### src/rtl/lcd_cfah_ctrl.sv
`default_nettype none
// ============================================================================
// Module   : lcd_cfah_ctrl
// Purpose  : Character-LCD write sequencer behind a command FIFO, with optional
//            busy-flag polling (macro LCD_CFAH_CTRL_BUSY_POLL_EN).
// Revision : 1.0
// ============================================================================
module lcd_cfah_ctrl #(
  parameter int G_FIFO_DEPTH      = 4,
  parameter int G_SETUP_CYCLES    = 2,
  parameter int G_EN_CYCLES       = 12,
  parameter int G_POLL_MAX        = 255,
  parameter int G_CMD_WAIT_CYCLES = 2000
) (
  input  logic       clk,
  input  logic       rst,
  input  logic [7:0] i_wdata,
  input  logic       i_wrs,
  input  logic       i_wval,
  output logic       o_wrdy,
  output logic       o_lcd_rs,
  output logic       o_lcd_rw,
  output logic       o_lcd_en,
  output logic [7:0] o_lcd_data,
  output logic       o_lcd_data_oe,
  input  logic [7:0] i_lcd_data,
  output logic       o_lcd_on,
  output logic       o_busy,
  output logic       o_timeout,
  input  logic       i_clr_timeout
);

  localparam int C_AW = $clog2(G_FIFO_DEPTH);
  localparam int C_SE = (G_SETUP_CYCLES > G_EN_CYCLES) ? G_SETUP_CYCLES : G_EN_CYCLES;
`ifdef LCD_CFAH_CTRL_BUSY_POLL_EN
  localparam int C_CMAX = C_SE;
`else
  localparam int C_CMAX = (C_SE > G_CMD_WAIT_CYCLES) ? C_SE : G_CMD_WAIT_CYCLES;
`endif
  localparam int C_CW = $clog2(C_CMAX + 1);
  localparam logic [C_CW-1:0] C_CNT_ONE    = C_CW'(1);
  localparam logic [C_CW-1:0] C_SETUP_LAST = C_CW'(G_SETUP_CYCLES - 1);
  localparam logic [C_CW-1:0] C_EN_LAST    = C_CW'(G_EN_CYCLES - 1);
  localparam logic [C_AW:0]   C_PTR_ONE    = (C_AW + 1)'(1);
`ifdef LCD_CFAH_CTRL_BUSY_POLL_EN
  localparam int C_PW = $clog2(G_POLL_MAX + 1);
  localparam logic [C_PW-1:0] C_POLL_MAX = C_PW'(G_POLL_MAX);
  localparam logic [C_PW-1:0] C_POLL_ONE = C_PW'(1);
`else
  localparam logic [C_CW-1:0] C_WAIT_LAST = C_CW'(G_CMD_WAIT_CYCLES - 1);
`endif

  typedef enum logic [2:0] {
    S_IDLE    = 3'd0,
    S_W_SETUP = 3'd1,
    S_W_EN    = 3'd2,
    S_W_HOLD  = 3'd3,
`ifdef LCD_CFAH_CTRL_BUSY_POLL_EN
    S_R_SETUP = 3'd4,
    S_R_EN    = 3'd5,
    S_R_HOLD  = 3'd6
`else
    S_WAIT    = 3'd7
`endif
  } state_e;

  // Command FIFO: pointers carry one extra wrap bit to tell full from empty.
  logic [8:0]    mem_q [G_FIFO_DEPTH];
  logic [C_AW:0] wptr_q, rptr_q;
  logic          fifo_empty, fifo_full, fifo_push, fifo_pop;
  logic [8:0]    fifo_head;

  state_e          state_q;
  logic [C_CW-1:0] cnt_q;
  logic            en_q, rs_q, rw_q, oe_q, on_q;
  logic [7:0]      data_q;

  assign fifo_empty = (wptr_q == rptr_q);
  assign fifo_full  = (wptr_q[C_AW] != rptr_q[C_AW]) &&
                      (wptr_q[C_AW-1:0] == rptr_q[C_AW-1:0]);
  assign fifo_head  = mem_q[rptr_q[C_AW-1:0]];
  assign fifo_push  = i_wval & o_wrdy;
  assign fifo_pop   = (state_q == S_IDLE) & ~fifo_empty;

  always_ff @(posedge clk) begin
    if (rst) begin
      wptr_q <= '0;
      rptr_q <= '0;
    end else begin
      if (fifo_push) wptr_q <= wptr_q + C_PTR_ONE;
      if (fifo_pop)  rptr_q <= rptr_q + C_PTR_ONE;
    end
  end

  always_ff @(posedge clk) begin
    if (fifo_push) mem_q[wptr_q[C_AW-1:0]] <= {i_wrs, i_wdata};
  end

`ifdef LCD_CFAH_CTRL_BUSY_POLL_EN
  logic [C_PW-1:0] poll_q;
  logic            busy_flag_q;
  logic            timeout_q;
  logic            unused_sig;
  assign unused_sig = ^{i_lcd_data[6:0], (G_CMD_WAIT_CYCLES > 0)};
  assign o_timeout  = timeout_q;
`else
  logic unused_sig;
  assign unused_sig = ^{i_lcd_data, i_clr_timeout, (G_POLL_MAX > 0)};
  assign o_timeout  = 1'b0;
`endif

  always_ff @(posedge clk) begin
    if (rst) begin
      state_q <= S_IDLE;
      cnt_q   <= '0;
      en_q    <= 1'b0;
      rs_q    <= 1'b0;
      rw_q    <= 1'b0;
      oe_q    <= 1'b0;
      data_q  <= 8'h00;
      on_q    <= 1'b0;
`ifdef LCD_CFAH_CTRL_BUSY_POLL_EN
      poll_q      <= '0;
      busy_flag_q <= 1'b0;
      timeout_q   <= 1'b0;
`endif
    end else begin
      on_q <= 1'b1;
`ifdef LCD_CFAH_CTRL_BUSY_POLL_EN
      // A timeout raised later in this block overrides the clear.
      if (i_clr_timeout) timeout_q <= 1'b0;
`endif
      case (state_q)
        S_IDLE: begin
          if (!fifo_empty) begin
            state_q <= S_W_SETUP;
            rs_q    <= fifo_head[8];
            data_q  <= fifo_head[7:0];
            rw_q    <= 1'b0;
            oe_q    <= 1'b1;
            cnt_q   <= '0;
`ifdef LCD_CFAH_CTRL_BUSY_POLL_EN
            poll_q  <= '0;
`endif
          end
        end
        S_W_SETUP: begin
          if (cnt_q == C_SETUP_LAST) begin
            state_q <= S_W_EN;
            en_q    <= 1'b1;
            cnt_q   <= '0;
          end else cnt_q <= cnt_q + C_CNT_ONE;
        end
        S_W_EN: begin
          if (cnt_q == C_EN_LAST) begin
            state_q <= S_W_HOLD;
            en_q    <= 1'b0;
            cnt_q   <= '0;
          end else cnt_q <= cnt_q + C_CNT_ONE;
        end
        S_W_HOLD: begin
          if (cnt_q == C_SETUP_LAST) begin
            cnt_q <= '0;
            oe_q  <= 1'b0;
`ifdef LCD_CFAH_CTRL_BUSY_POLL_EN
            state_q <= S_R_SETUP;
            rs_q    <= 1'b0;
            rw_q    <= 1'b1;
`else
            state_q <= S_WAIT;
`endif
          end else cnt_q <= cnt_q + C_CNT_ONE;
        end
`ifdef LCD_CFAH_CTRL_BUSY_POLL_EN
        S_R_SETUP: begin
          if (cnt_q == C_SETUP_LAST) begin
            state_q <= S_R_EN;
            en_q    <= 1'b1;
            cnt_q   <= '0;
          end else cnt_q <= cnt_q + C_CNT_ONE;
        end
        S_R_EN: begin
          if (cnt_q == C_EN_LAST) begin
            state_q     <= S_R_HOLD;
            en_q        <= 1'b0;
            cnt_q       <= '0;
            busy_flag_q <= i_lcd_data[7];
            poll_q      <= poll_q + C_POLL_ONE;
          end else cnt_q <= cnt_q + C_CNT_ONE;
        end
        S_R_HOLD: begin
          if (cnt_q == C_SETUP_LAST) begin
            cnt_q <= '0;
            if (busy_flag_q && (poll_q < C_POLL_MAX)) begin
              state_q <= S_R_SETUP;
            end else begin
              state_q <= S_IDLE;
              rw_q    <= 1'b0;
              if (busy_flag_q) timeout_q <= 1'b1;
            end
          end else cnt_q <= cnt_q + C_CNT_ONE;
        end
`else
        S_WAIT: begin
          if (cnt_q == C_WAIT_LAST) begin
            state_q <= S_IDLE;
            cnt_q   <= '0;
          end else cnt_q <= cnt_q + C_CNT_ONE;
        end
`endif
        default: begin
          state_q <= S_IDLE;
          en_q    <= 1'b0;
          rw_q    <= 1'b0;
          oe_q    <= 1'b0;
          cnt_q   <= '0;
        end
      endcase
    end
  end

  assign o_wrdy        = on_q & ~fifo_full;
  assign o_lcd_on      = on_q;
  assign o_lcd_rs      = rs_q;
  assign o_lcd_rw      = rw_q;
  assign o_lcd_en      = en_q;
  assign o_lcd_data    = data_q;
  assign o_lcd_data_oe = oe_q;
  assign o_busy        = (state_q != S_IDLE) | ~fifo_empty;

endmodule
`default_nettype wire

### config.mk
export PLATFORM = sky130hd
export DESIGN_NAME = lcd_cfah_ctrl
export DESIGN_NICKNAME = d
export VERILOG_FILES = /design/src/rtl/lcd_cfah_ctrl.sv
export SDC_FILE = /design/constraint.sdc
export NUM_CORES = 1
export LEC_CHECK = 0
export CAP_MARGIN = 20
export CORE_UTILIZATION = 50
export CTS_BUF_LIST = sky130_fd_sc_hd__clkbuf_16
export DETAILED_ROUTE_END_ITERATION = 8
export GPL_TIMING_DRIVEN = 0
export PLACE_DENSITY = 0.79
export SYNTH_ARGS = -nofsm -noshare
export SYNTH_HDL_FRONTEND = slang
export SYNTH_SLANG_ARGS = --single-unit
### constraint.sdc
create_clock -name clk -period 6.2 [get_ports clk]
set_input_delay 0.93 -clock clk [delete_from_list [all_inputs] [get_ports clk]]
set_output_delay 0.93 -clock clk [all_outputs]
set_load 0.02 [all_outputs]
### Word level (Yosys, flattened, before mapping)

Memory sizes are Yosys's and may differ from the RTL's. A register that Yosys moved wholly into a read port is not among the register bits.
Index checks and enable logic that the tools add are counted.

| storage, ports and cells | value |
|---|---|
| bits in registers | 24 |
| bits in writable memories | 36 |
| output and inout bits | 16 |
| memories kept | 1 |

Memory list:

| name | depth | bits a word | rd ports | clocked after Yosys merged registers in | wr ports | line | text |
|---|---|---|---|---|---|---|---|
| mem_q | 4 | 9 | 1 | 1 | 1 | 68 | `logic [8:0] mem_q [G_FIFO_DEPTH];` |

| cells by class | value |
|---|---|
| add/subtract/negate cells | 3 |
| equal/unequal tests | 15 |
| mux-type cells | 22 |
| bitwise operators | 9 |
| reductions and logical operators | 12 |

Operators by type and width:

| kind | count |
|---|---|
| $mux 11 | 4 |
| $pmux 11 s4 | 1 |
| $mux 3 | 5 |
| $pmux 3 s5 | 1 |
| $add 11x1->11 const B | 1 |
| $eq 11x1->1 const B | 1 |
| $eq 11x11->1 const B | 1 |
| $eq 11x4->1 const B | 1 |
| $ne 2x2->1 const B | 5 |
| $mux 1 | 8 |
| $add 3x1->3 const B | 2 |
| $eq 3x2->1 const B | 2 |
| $pmux 1 s3 | 2 |
| $reduce_and 3->1 | 2 |
| $reduce_or 3->1 | 2 |
| $not 1->1 | 5 |
| $reduce_and 5->1 | 1 |
| $reduce_and 2->1 | 2 |
| $reduce_or 4->1 | 1 |
| $and 1x1->1 | 3 |
| $eq 3x1->1 const B | 1 |
| $eq 3x3->1 | 1 |
| $eq 3x3->1 const B | 1 |
| $logic_not 3->1 | 1 |
| other kinds (7) | 7 |

### Longest topological paths before layout

Gate-level depths: netlist of run 1.

| logic depth | value |
|---|---|
| word-level depth | 7 |
| mapped depth | 7 |
| gate-level depth less buffers | 7 |

### Least setup slack after synthesis of run 1

No wires, ideal clock.

| timing path | value |
|---|---|
| path kind | register -> output |
| start | register state_q[2] |
| end | output port o_busy |
| arrival | 1.299 ns |
| data required time | 5.270 ns |
| path slack | 3.971 ns |
| stages on the path, launching flop included | 5 |
| buffers on the path | 1 |
| cell sequence | dfxtp_1 > clkbuf_1 > or3_1 > nor2_1 > inv_1 |

| on the way | value |
|---|---|
| longest elaborated chain between the ends | 2 |

RTL lines:

| what | line | text |
|---|---|---|
| start, declared | 73 | `state_e state_q;` |
| start signal, assigned | 114 | `state_q <= S_IDLE;` |
| start signal, assigned | 136 | `state_q <= S_W_SETUP;` |
| start signal, assigned | 149 | `state_q <= S_W_EN;` |
| $reduce_bool 3->1 | 229 | `assign o_busy = (state_q != S_IDLE) \| ~fifo_empty;` |
| $or 1x1->1 | 229 |  |
| end, declared | 28 | `output logic o_busy,` |

No other way between the ends.

### Worst setup path in the final report of run 1

Ends and elaborated chain as after synthesis.

==> flow_results.xml, run 1 <==
<?xml version="1.0" encoding="UTF-8"?>
<metrics>
  <group name="sta">
    <metric name="slew_of_the_pin_with_the_lowest_slew_margin" unit="ns">0.8332</metric>
    <metric name="setup_violations" unit="">0</metric>
    <metric name="fin_crit_sh" unit="%">53.41</metric>
    <metric name="slew_headroom" unit="%">44.45</metric>
    <metric name="hold_viol" unit="">0</metric>
    <metric name="final_max_slew_viol_count" unit="">0</metric>
    <metric name="final.setup_skew" unit="ns">0.005684</metric>
    <metric name="postLayoutSetupSlackWorst" unit="ns">2.889</metric>
    <metric name="setup_total_negative_slack" unit="ns">0</metric>
    <metric name="period_needed" unit="ns">3.311</metric>
    <metric name="maxClockFrequency" unit="MHz">302.0</metric>
    <metric name="grt_setup_unrepaired" unit="">no</metric>
  </group>
  <group name="worst_setup_path">
    <metric name="cpMaxStageDelayCell" unit="">sky130_fd_sc_hd__clkdlybuf4s50_1</metric>
    <metric name="end_kind" unit="">output port</metric>
    <metric name="worst-r2r-setup-slack" unit="ns">4.01</metric>
    <metric name="r2r_end" unit="">o_lcd_data[7]$_SDFFE_PP0P_</metric>
    <metric name="cell_by_cell_listing_of_the_critical_path" unit="">clkbuf_1, or3_1, nor2_1, inv_1, clkdlybuf4s50_1</metric>
    <metric name="worst_case_reg_to_reg_path_depth" unit="">6</metric>
    <metric name="arrival_time_at_the_worst_endpoint" unit="ns">2.38</metric>
    <metric name="reg2reg_from" unit="">state_q[2]$_SDFFE_PP0P_</metric>
    <metric name="cpPeakStageDelay" unit="ns">0.57</metric>
    <metric name="critical_path.startpoint_type" unit="">register</metric>
    <metric name="timing_worst_setup_path_type" unit="">reg -&gt; out</metric>
    <metric name="crit_fanout" unit="">10</metric>
    <metric name="cp.required" unit="ns">5.27</metric>
  </group>
  <group name="synth">
    <metric name="syn-cell-area" unit="sq um">2957</metric>
    <metric name="ys_seq_elements" unit="">68</metric>
    <metric name="fraction_of_the_mapped_netlist_area_in_compound_gates" unit="%">9.479</metric>
    <metric name="yosys.area_share.xor_xnor" unit="%">2.370</metric>
    <metric name="synth_sequential_area_ratio" unit="%">58.23</metric>
    <metric name="synth_area_leaders" unit="">sky130_fd_sc_hd__edfxtp_1 (37%), sky130_fd_sc_hd__dfxtp_1 (22%), sky130_fd_sc_hd__mux4_2 (6.9%)</metric>
    <metric name="number_of_flops_mapped_to_enable_cells_by_yosys" unit="">36</metric>
    <metric name="netlist.top_cell.by_area" unit="">sky130_fd_sc_hd__edfxtp_1</metric>
    <metric name="ys_async_sr_fraction" unit="%">0</metric>
    <metric name="syn_inst" unit="">237</metric>
    <metric name="yosysUniqueCellTypes" unit="">46</metric>
    <metric name="synth_simple_gate_area_share" unit="%">13.42</metric>
    <metric name="synthesis.yosys.warnings" unit="">0</metric>
    <metric name="muxShareOfSynthArea" unit="%">10.58</metric>
    <metric name="dominant_combinational_cell_family_by_area_after_synthesis" unit="">simple AND/OR/NAND/NOR gates</metric>
    <metric name="synth_area_per_cell" unit="sq um">12.48</metric>
    <metric name="netlist.area_leader.share" unit="%">36.56</metric>
    <metric name="synthFlopType" unit="">sky130_fd_sc_hd__edfxtp_1</metric>
    <metric name="post_synth_fa_ha_maj_area_fraction" unit="%">2.962</metric>
  </group>
  <group name="global_route">
    <metric name="grt_pass1_vias" unit="">1883</metric>
    <metric name="grt_antenna_before_repair" unit="">0</metric>
    <metric name="grt_start_max_net_pins" unit="">12</metric>
    <metric name="grtUsageTotal" unit="%">20.06</metric>
    <metric name="overflow" unit="">0</metric>
    <metric name="wire_length_of_the_first_global_routing_pass" unit="microns">9039</metric>
  </group>
  <group name="floorplan">
    <metric name="floorplan.die_area" unit="sq um">6224</metric>
    <metric name="fp.coreArea" unit="sq um">5608</metric>
    <metric name="std_cell_rows" unit="">27</metric>
    <metric name="die_w" unit="microns">78.90</metric>
    <metric name="dieHeight" unit="microns">78.90</metric>
    <metric name="io_pins" unit="">37</metric>
    <metric name="initial_utilization" unit="%">52.72</metric>
  </group>
  <group name="clocking">
    <metric name="tritoncts" unit="">built</metric>
    <metric name="root_buffer" unit="">sky130_fd_sc_hd__clkbuf_16</metric>
    <metric name="cts-buffers-inserted" unit="">9</metric>
    <metric name="clock_tree.htree_level_count" unit="">3</metric>
    <metric name="postCtsResizedCells" unit="">0</metric>
    <metric name="cts.sink_count" unit="">68</metric>
    <metric name="clock_latency" unit="ns">0.32</metric>
    <metric name="postCtsSetupBuffers" unit="">0</metric>
    <metric name="cts_hold_buffers" unit="">0</metric>
    <metric name="clkTransAtPathRegs" unit="ns">0.05</metric>
    <metric name="clock_tree.buffer_depth" unit="">2</metric>
  </group>
  <group name="detailed_routing">
    <metric name="drt_first_pass_iters" unit="">4</metric>
    <metric name="postRouteAntennaNets" unit="">0</metric>
    <metric name="via_per_inst" unit="">5.467</metric>
    <metric name="detail_route.iter0.violations" unit="">89</metric>
    <metric name="totalWireLength" unit="microns">5559</metric>
    <metric name="avgRoutedWirePerCell" unit="microns">15.93</metric>
    <metric name="vias" unit="">1908</metric>
    <metric name="drt_drc_violations_left" unit="">0</metric>
  </group>
  <group name="worst_hold_path">
    <metric name="min_to" unit="">o_lcd_data[5]$_SDFFE_PP0P_</metric>
    <metric name="hold_start" unit="">o_lcd_data[5]$_SDFFE_PP0P_</metric>
    <metric name="timing.hold.worst.class" unit="">reg -&gt; reg</metric>
    <metric name="hold_depth" unit="">2</metric>
  </group>
  <group name="power_and_ir_drop">
    <metric name="power_per_cell_area" unit="nW/um^2">419.3</metric>
    <metric name="p_leak" unit="nW">1.277</metric>
    <metric name="vdd_ir_drop_max" unit="mV">0.2813</metric>
  </group>
  <group name="final_layout">
    <metric name="flow.area_growth_from_synthesis" unit="%">21.67</metric>
    <metric name="layout-drive-gt1-share" unit="%">12.27</metric>
    <metric name="fillCellCount" unit="">440</metric>
    <metric name="antenna_cells_inserted" unit="">0</metric>
    <metric name="finish.net_count" unit="">301</metric>
  </group>
  <group name="run_status">
    <metric name="status" unit="">complete, no violations</metric>
  </group>
  <group name="place">
    <metric name="dp_hpwl" unit="microns">3628</metric>
    <metric name="detailedPlace.worstSlack" unit="ns">3.226</metric>
    <metric name="gp_congestion" unit="">0.7768</metric>
    <metric name="port_buffers" unit="">24</metric>
  </group>
  <group name="job">
    <metric name="max_cap_viol_count" unit="">0</metric>
  </group>
</metrics>
## routing by layer
layer / GRT usage (%) / up-vias / wire length, microns
met2: 33.83 / 43 / 2844
li1: - / 951 / -
met5: 0 / - / 0
met3: 6.667 / 11 / 236
met4: 10.36 / 0 / 124
met1: 22.62 / 903 / 2354
## critical path, delay by kind of cell (launching register included)
kind	cells	cell delay (ns)
buffers and inverters	3	0.97
DFF	1	0.31
and+or+nand+nor	2	0.78
## worst max-delay path by stage
stage,from,slack (ns),cells after the start,end
6_report,state_q[2]$_SDFFE_PP0P_,2.89,5,o_busy
5_1_grt,state_q[2]$_SDFFE_PP0P_,2.76,5,o_busy
4_1_cts,state_q[2]$_SDFFE_PP0P_,2.88,5,o_busy
3_5_place_dp,state_q[2]$_SDFFE_PP0P_,3.23,5,o_busy
3_3_place_gp,state_q[2]$_SDFFE_PP0P_,3.24,5,o_busy
2_1_floorplan,state_q[2]$_SDFFE_PP0P_,3.97,4,o_busy
## cell type report
| cell class | instances | area, sq um | share of cell area, % |
|---|---|---|---|
| Timing Repair Buffer | 24 | 240.2 | 6.678 |
| Clock buffer | 9 | 225.2 | 6.261 |
| Clock inverter | 6 | 81.33 | 2.261 |
| Buffer | 12 | 53.80 | 1.496 |
| Inverter | 8 | 30.03 | 0.8348 |
| Sequential cell | 68 | 1722 | 47.86 |
| Tap cell | 72 | 90.09 | 2.504 |
| Multi-Input combinational cell | 150 | 1155 | 32.10 |
## per-stage QoR
step | hold slack, ns | instances | instance area [sq um] | total power [mW] | util (%)
floorplan | 0.4699 | 238 | 2960 | 0.8632 | -
finish | 0.4916 | 349 | 3597 | 1.508 | 64.15
CTS | 0.4998 | 349 | 3597 | 1.518 | 64.15
global placement | 0.4771 | 334 | 3291 | 0.9816 | 58.68
detailed placement | 0.4869 | 334 | 3291 | 0.9896 | 58.68
global route | 0.5373 | 349 | 3597 | 1.575 | 64.15
## Yosys cell counts (3+ instances only)
library cell and count:
sky130_fd_sc_hd__xor2_1 3, sky130_fd_sc_hd__ha_1 7, sky130_fd_sc_hd__xnor2_1 5, sky130_fd_sc_hd__nor3_1 8, sky130_fd_sc_hd__or3_1 5, sky130_fd_sc_hd__a211oi_1 3
sky130_fd_sc_hd__clkbuf_1 8, sky130_fd_sc_hd__a31oi_1 3, sky130_fd_sc_hd__nand2_1 14, sky130_fd_sc_hd__a21oi_1 8, sky130_fd_sc_hd__mux4_2 9, sky130_fd_sc_hd__dfxtp_1 32
sky130_fd_sc_hd__nand3_1 7, sky130_fd_sc_hd__nand4_1 3, sky130_fd_sc_hd__nor2_1 22, sky130_fd_sc_hd__and3_1 7, sky130_fd_sc_hd__mux2i_1 11, sky130_fd_sc_hd__o21a_1 4
sky130_fd_sc_hd__inv_1 8, sky130_fd_sc_hd__o21ai_0 3, sky130_fd_sc_hd__edfxtp_1 36
## cells in the final DEF, fill, tap and decap left out, types with 4 or more instances in the layout
master	Yosys	routed
sky130_fd_sc_hd__edfxtp_1	36	36
sky130_fd_sc_hd__dfxtp_1	32	32
sky130_fd_sc_hd__clkdlybuf4s50_1	0	24
sky130_fd_sc_hd__nor2_1	22	22
sky130_fd_sc_hd__nand2_1	14	14
sky130_fd_sc_hd__mux2i_1	11	11
sky130_fd_sc_hd__inv_1	8	9
sky130_fd_sc_hd__mux4_2	9	9
sky130_fd_sc_hd__clkbuf_16	0	9
sky130_fd_sc_hd__clkbuf_1	8	8
sky130_fd_sc_hd__nor3_1	8	8
sky130_fd_sc_hd__a21oi_1	8	8
sky130_fd_sc_hd__nand3_1	7	7
sky130_fd_sc_hd__and3_1	7	7
sky130_fd_sc_hd__ha_1	7	7
sky130_fd_sc_hd__xnor2_1	5	5
sky130_fd_sc_hd__or3_1	5	5
sky130_fd_sc_hd__o21a_1	4	4
## power by group
part	leakage, nW	switching, mW	total [mW]	internal [mW]
sequential	0.588	0.0282	0.548	0.519
clock	0.152	0.178	0.524	0.346
combinational	0.537	0.237	0.436	0.199
## sequential cells by signal, summed over array words and instances, names as in the netlist
register       flops
cnt_q             11
mem_q             36
o_lcd_data         8
o_lcd_data_oe      1
o_lcd_en           1
o_lcd_on           1
o_lcd_rs           1
rptr_q             3
state_q            3
wptr_q             3
## cell families after synthesis
group | Yosys count
compound gates | 36
fa+ha+maj | 7
mux | 20
flops | 68
buf+inv | 20
simple gates | 77
other cells | 1
xor+xnor | 8
Note: power is estimated with default switching activity, not from simulation.
==> inputs of run 2 (changes only) <==
--- a/config.mk
+++ b/config.mk
@@ -6,11 +6,11 @@
 export NUM_CORES = 1
 export LEC_CHECK = 0
 export CAP_MARGIN = 20
-export CORE_UTILIZATION = 50
+export CORE_UTILIZATION = 49
 export CTS_BUF_LIST = sky130_fd_sc_hd__clkbuf_16
 export DETAILED_ROUTE_END_ITERATION = 8
 export GPL_TIMING_DRIVEN = 0
-export PLACE_DENSITY = 0.79
+export PLACE_DENSITY = 0.81
 export SYNTH_ARGS = -nofsm -noshare
 export SYNTH_HDL_FRONTEND = slang
 export SYNTH_SLANG_ARGS = --single-unit
==> constraint.sdc (replaced) <==
create_clock -name clk -period 2.85 [get_ports clk]
set_input_delay 0.4275 -clock clk [delete_from_list [all_inputs] [get_ports clk]]
set_output_delay 0.4275 -clock clk [all_outputs]
set_load 0.02 [all_outputs]
==> run 2 against run 1 <==
Net effect:
- sequential share of layout area up 0.44 points
- largest cell class unchanged
- highest routed layer unchanged
- hold slack worse by 0.016 ns
- die area grew 2.0%
- sequential power is 120% higher
- global-route usage about the same
- count of clock-buffer cells in the layout did not move
- wire length is 0.88% higher
- critical path depth unchanged
==> flow_results.xml, run 2 (synthesized netlist as in run 1, its figures left out) <==
<?xml version="1.0" encoding="UTF-8"?>
<metrics>
  <group name="run_status">
    <metric name="status" unit="">complete, no violations</metric>
  </group>
  <group name="worst_setup_path">
    <metric name="arrival_time_at_the_worst_endpoint" unit="ns">2.30</metric>
    <metric name="worst-r2r-setup-slack" unit="ns">0.66</metric>
    <metric name="reg2reg_from" unit="">state_q[2]$_SDFFE_PP0P_</metric>
    <metric name="cp.required" unit="ns">2.42</metric>
    <metric name="timing_worst_setup_path_type" unit="">reg -&gt; out</metric>
    <metric name="critical_path.startpoint_type" unit="">register</metric>
    <metric name="end_kind" unit="">output port</metric>
    <metric name="startpoint" unit="">state_q[2]$_SDFFE_PP0P_</metric>
    <metric name="crit_fanout" unit="">10</metric>
  </group>
  <group name="detailed_routing">
    <metric name="drt_first_pass_iters" unit="">4</metric>
    <metric name="drt_drc_violations_left" unit="">0</metric>
    <metric name="vias" unit="">1968</metric>
    <metric name="via_per_inst" unit="">5.623</metric>
    <metric name="avgRoutedWirePerCell" unit="microns">16.02</metric>
    <metric name="totalWireLength" unit="microns">5608</metric>
    <metric name="postRouteAntennaNets" unit="">0</metric>
    <metric name="detail_route.iter0.violations" unit="">54</metric>
  </group>
  <group name="final_layout">
    <metric name="mostFrequentLayoutCells" unit="">sky130_fd_sc_hd__edfxtp_1 (36), sky130_fd_sc_hd__dfxtp_1 (32), sky130_fd_sc_hd__clkdlybuf4s50_1 (24)</metric>
    <metric name="mostFrequentLayoutCell" unit="">sky130_fd_sc_hd__edfxtp_1</metric>
    <metric name="flow.area_growth_from_synthesis" unit="%">20.57</metric>
    <metric name="instances_no_fill" unit="">350</metric>
    <metric name="layout-drive-gt1-share" unit="%">12.59</metric>
    <metric name="finish.net_count" unit="">301</metric>
    <metric name="antenna_cells_inserted" unit="">0</metric>
    <metric name="largest_register_ffs" unit="">36</metric>
  </group>
  <group name="clocking">
    <metric name="cts-buffers-inserted" unit="">9</metric>
    <metric name="clock_latency" unit="ns">0.33</metric>
    <metric name="tritoncts" unit="">built</metric>
    <metric name="postCtsSetupBuffers" unit="">0</metric>
    <metric name="root_buffer" unit="">sky130_fd_sc_hd__clkbuf_16</metric>
    <metric name="clock_tree.buffer_depth" unit="">2</metric>
    <metric name="cts.sink_count" unit="">68</metric>
    <metric name="clkTransAtPathRegs" unit="ns">0.05</metric>
    <metric name="clock_tree.htree_level_count" unit="">3</metric>
  </group>
  <group name="global_route">
    <metric name="grtUsageTotal" unit="%">20.07</metric>
    <metric name="overflow" unit="">0</metric>
    <metric name="grt_antenna_before_repair" unit="">0</metric>
    <metric name="wire_length_of_the_first_global_routing_pass" unit="microns">9266</metric>
    <metric name="grt_start_max_net_pins" unit="">13</metric>
    <metric name="grt_pass1_vias" unit="">1986</metric>
  </group>
  <group name="power_and_ir_drop">
    <metric name="vdd_ir_drop_max" unit="mV">0.5137</metric>
    <metric name="power_per_cell_area" unit="nW/um^2">882.5</metric>
    <metric name="p_leak" unit="nW">1.263</metric>
  </group>
  <group name="sta">
    <metric name="postLayoutSetupSlackWorst" unit="ns">0.1234</metric>
    <metric name="maxClockFrequency" unit="MHz">366.8</metric>
    <metric name="setup_violations" unit="">0</metric>
    <metric name="final.setup_skew" unit="ns">0.008276</metric>
    <metric name="hold_viol" unit="">0</metric>
    <metric name="fin_crit_sh" unit="%">95.67</metric>
    <metric name="period_needed" unit="ns">2.727</metric>
    <metric name="slew_of_the_pin_with_the_lowest_slew_margin" unit="ns">0.8173</metric>
    <metric name="setup_total_negative_slack" unit="ns">0</metric>
    <metric name="final_max_slew_viol_count" unit="">0</metric>
    <metric name="grt_setup_unrepaired" unit="">no</metric>
    <metric name="slew_headroom" unit="%">45.51</metric>
  </group>
  <group name="job">
    <metric name="max_cap_viol_count" unit="">0</metric>
  </group>
  <group name="floorplan">
    <metric name="dieHeight" unit="microns">79.68</metric>
    <metric name="floorplan.die_area" unit="sq um">6348</metric>
    <metric name="io_pins" unit="">37</metric>
    <metric name="die_w" unit="microns">79.68</metric>
    <metric name="std_cell_rows" unit="">27</metric>
    <metric name="initial_utilization" unit="%">52.09</metric>
    <metric name="fp.coreArea" unit="sq um">5675</metric>
  </group>
  <group name="place">
    <metric name="dp_hpwl" unit="microns">3900</metric>
    <metric name="place_inst" unit="">334</metric>
    <metric name="gp_congestion" unit="">0.8013</metric>
    <metric name="detailedPlace.worstSlack" unit="ns">0.3789</metric>
    <metric name="port_buffers" unit="">24</metric>
  </group>
  <group name="worst_hold_path">
    <metric name="timing.hold.worst.class" unit="">in -&gt; reg</metric>
    <metric name="hold_start" unit="">rst</metric>
  </group>
</metrics>
run 2: cell count changes in the layout (fill, tap and decap cells not counted):
cell and delta:
sky130_fd_sc_hd__clkinv_4 +3, sky130_fd_sc_hd__bufinv_16 -2, sky130_fd_sc_hd__clkinv_2 -1, sky130_fd_sc_hd__inv_1 +1, sky130_fd_sc_hd__nor2_1 -1, sky130_fd_sc_hd__nor2_2 +1
run 2: through the flow:
stage / hold slack, ns / power (mW) / util (%) / cell area, sq um
final: 0.4754 / 3.146 / 62.81 / 3565
after global routing: 0.5056 / 3.295 / 62.81 / 3565
after detailed placement: 0.4995 / 2.168 / 57.98 / 3291
after floorplan: 0.4699 / 1.878 / - / 2960
after CTS: 0.4741 / 3.161 / 62.76 / 3562
after global placement: 0.4771 / 2.132 / 57.98 / 3291
run 2: repair_timing:
action                                  in CTS  in global routing
endpoints found under the setup margin       0                  1
hold endpoints to repair                     0                  0
hold buffers                                 0                  0
resized for setup                            0                  1
run 2: layer usage:
| layer | track usage (%) | routed length (microns) |
|---|---|---|
| met5 | 0 | 0 |
| met4 | 8.000 | 75 |
| met3 | 7.314 | 209 |
| met2 | 34.79 | 2884 |
| met1 | 22.17 | 2439 |
run 2: worst max-delay path, cell delays in order, from the launching register on:
cell and delay, ns:
sky130_fd_sc_hd__dfxtp_1 0.32, sky130_fd_sc_hd__clkbuf_1 0.22, sky130_fd_sc_hd__or3_1 0.46, sky130_fd_sc_hd__nor2_2 0.24, sky130_fd_sc_hd__inv_1 0.17, sky130_fd_sc_hd__clkdlybuf4s50_1 0.56
run 2: final timing paths:
path,cells after the start,to
min reg2reg,2,o_lcd_data[2]$_SDFFE_PP0P_
max,5,o_busy
min,2,state_q[1]$_SDFFE_PP0P_
max reg2reg,6,o_lcd_data[1]$_SDFFE_PP0P_
run 2: final cells by class:
class	instances	area, sq um
inverter	8	30.03
buffer	12	53.80
clock buffer	9	225.2
clock inverter	7	46.29
multi-input combinational	150	1157
fill	444	2111
tap	72	90.09
sequential	68	1722
timing repair buffer	24	240.2
run 2: power breakdown:
part	total (mW)	leakage [nW]	switching, mW	internal, mW
sequential	1.19	0.588	0.0616	1.13
combinational	0.964	0.537	0.529	0.436
clock	0.990	0.138	0.407	0.584
total	3.15	1.26	0.997	2.15
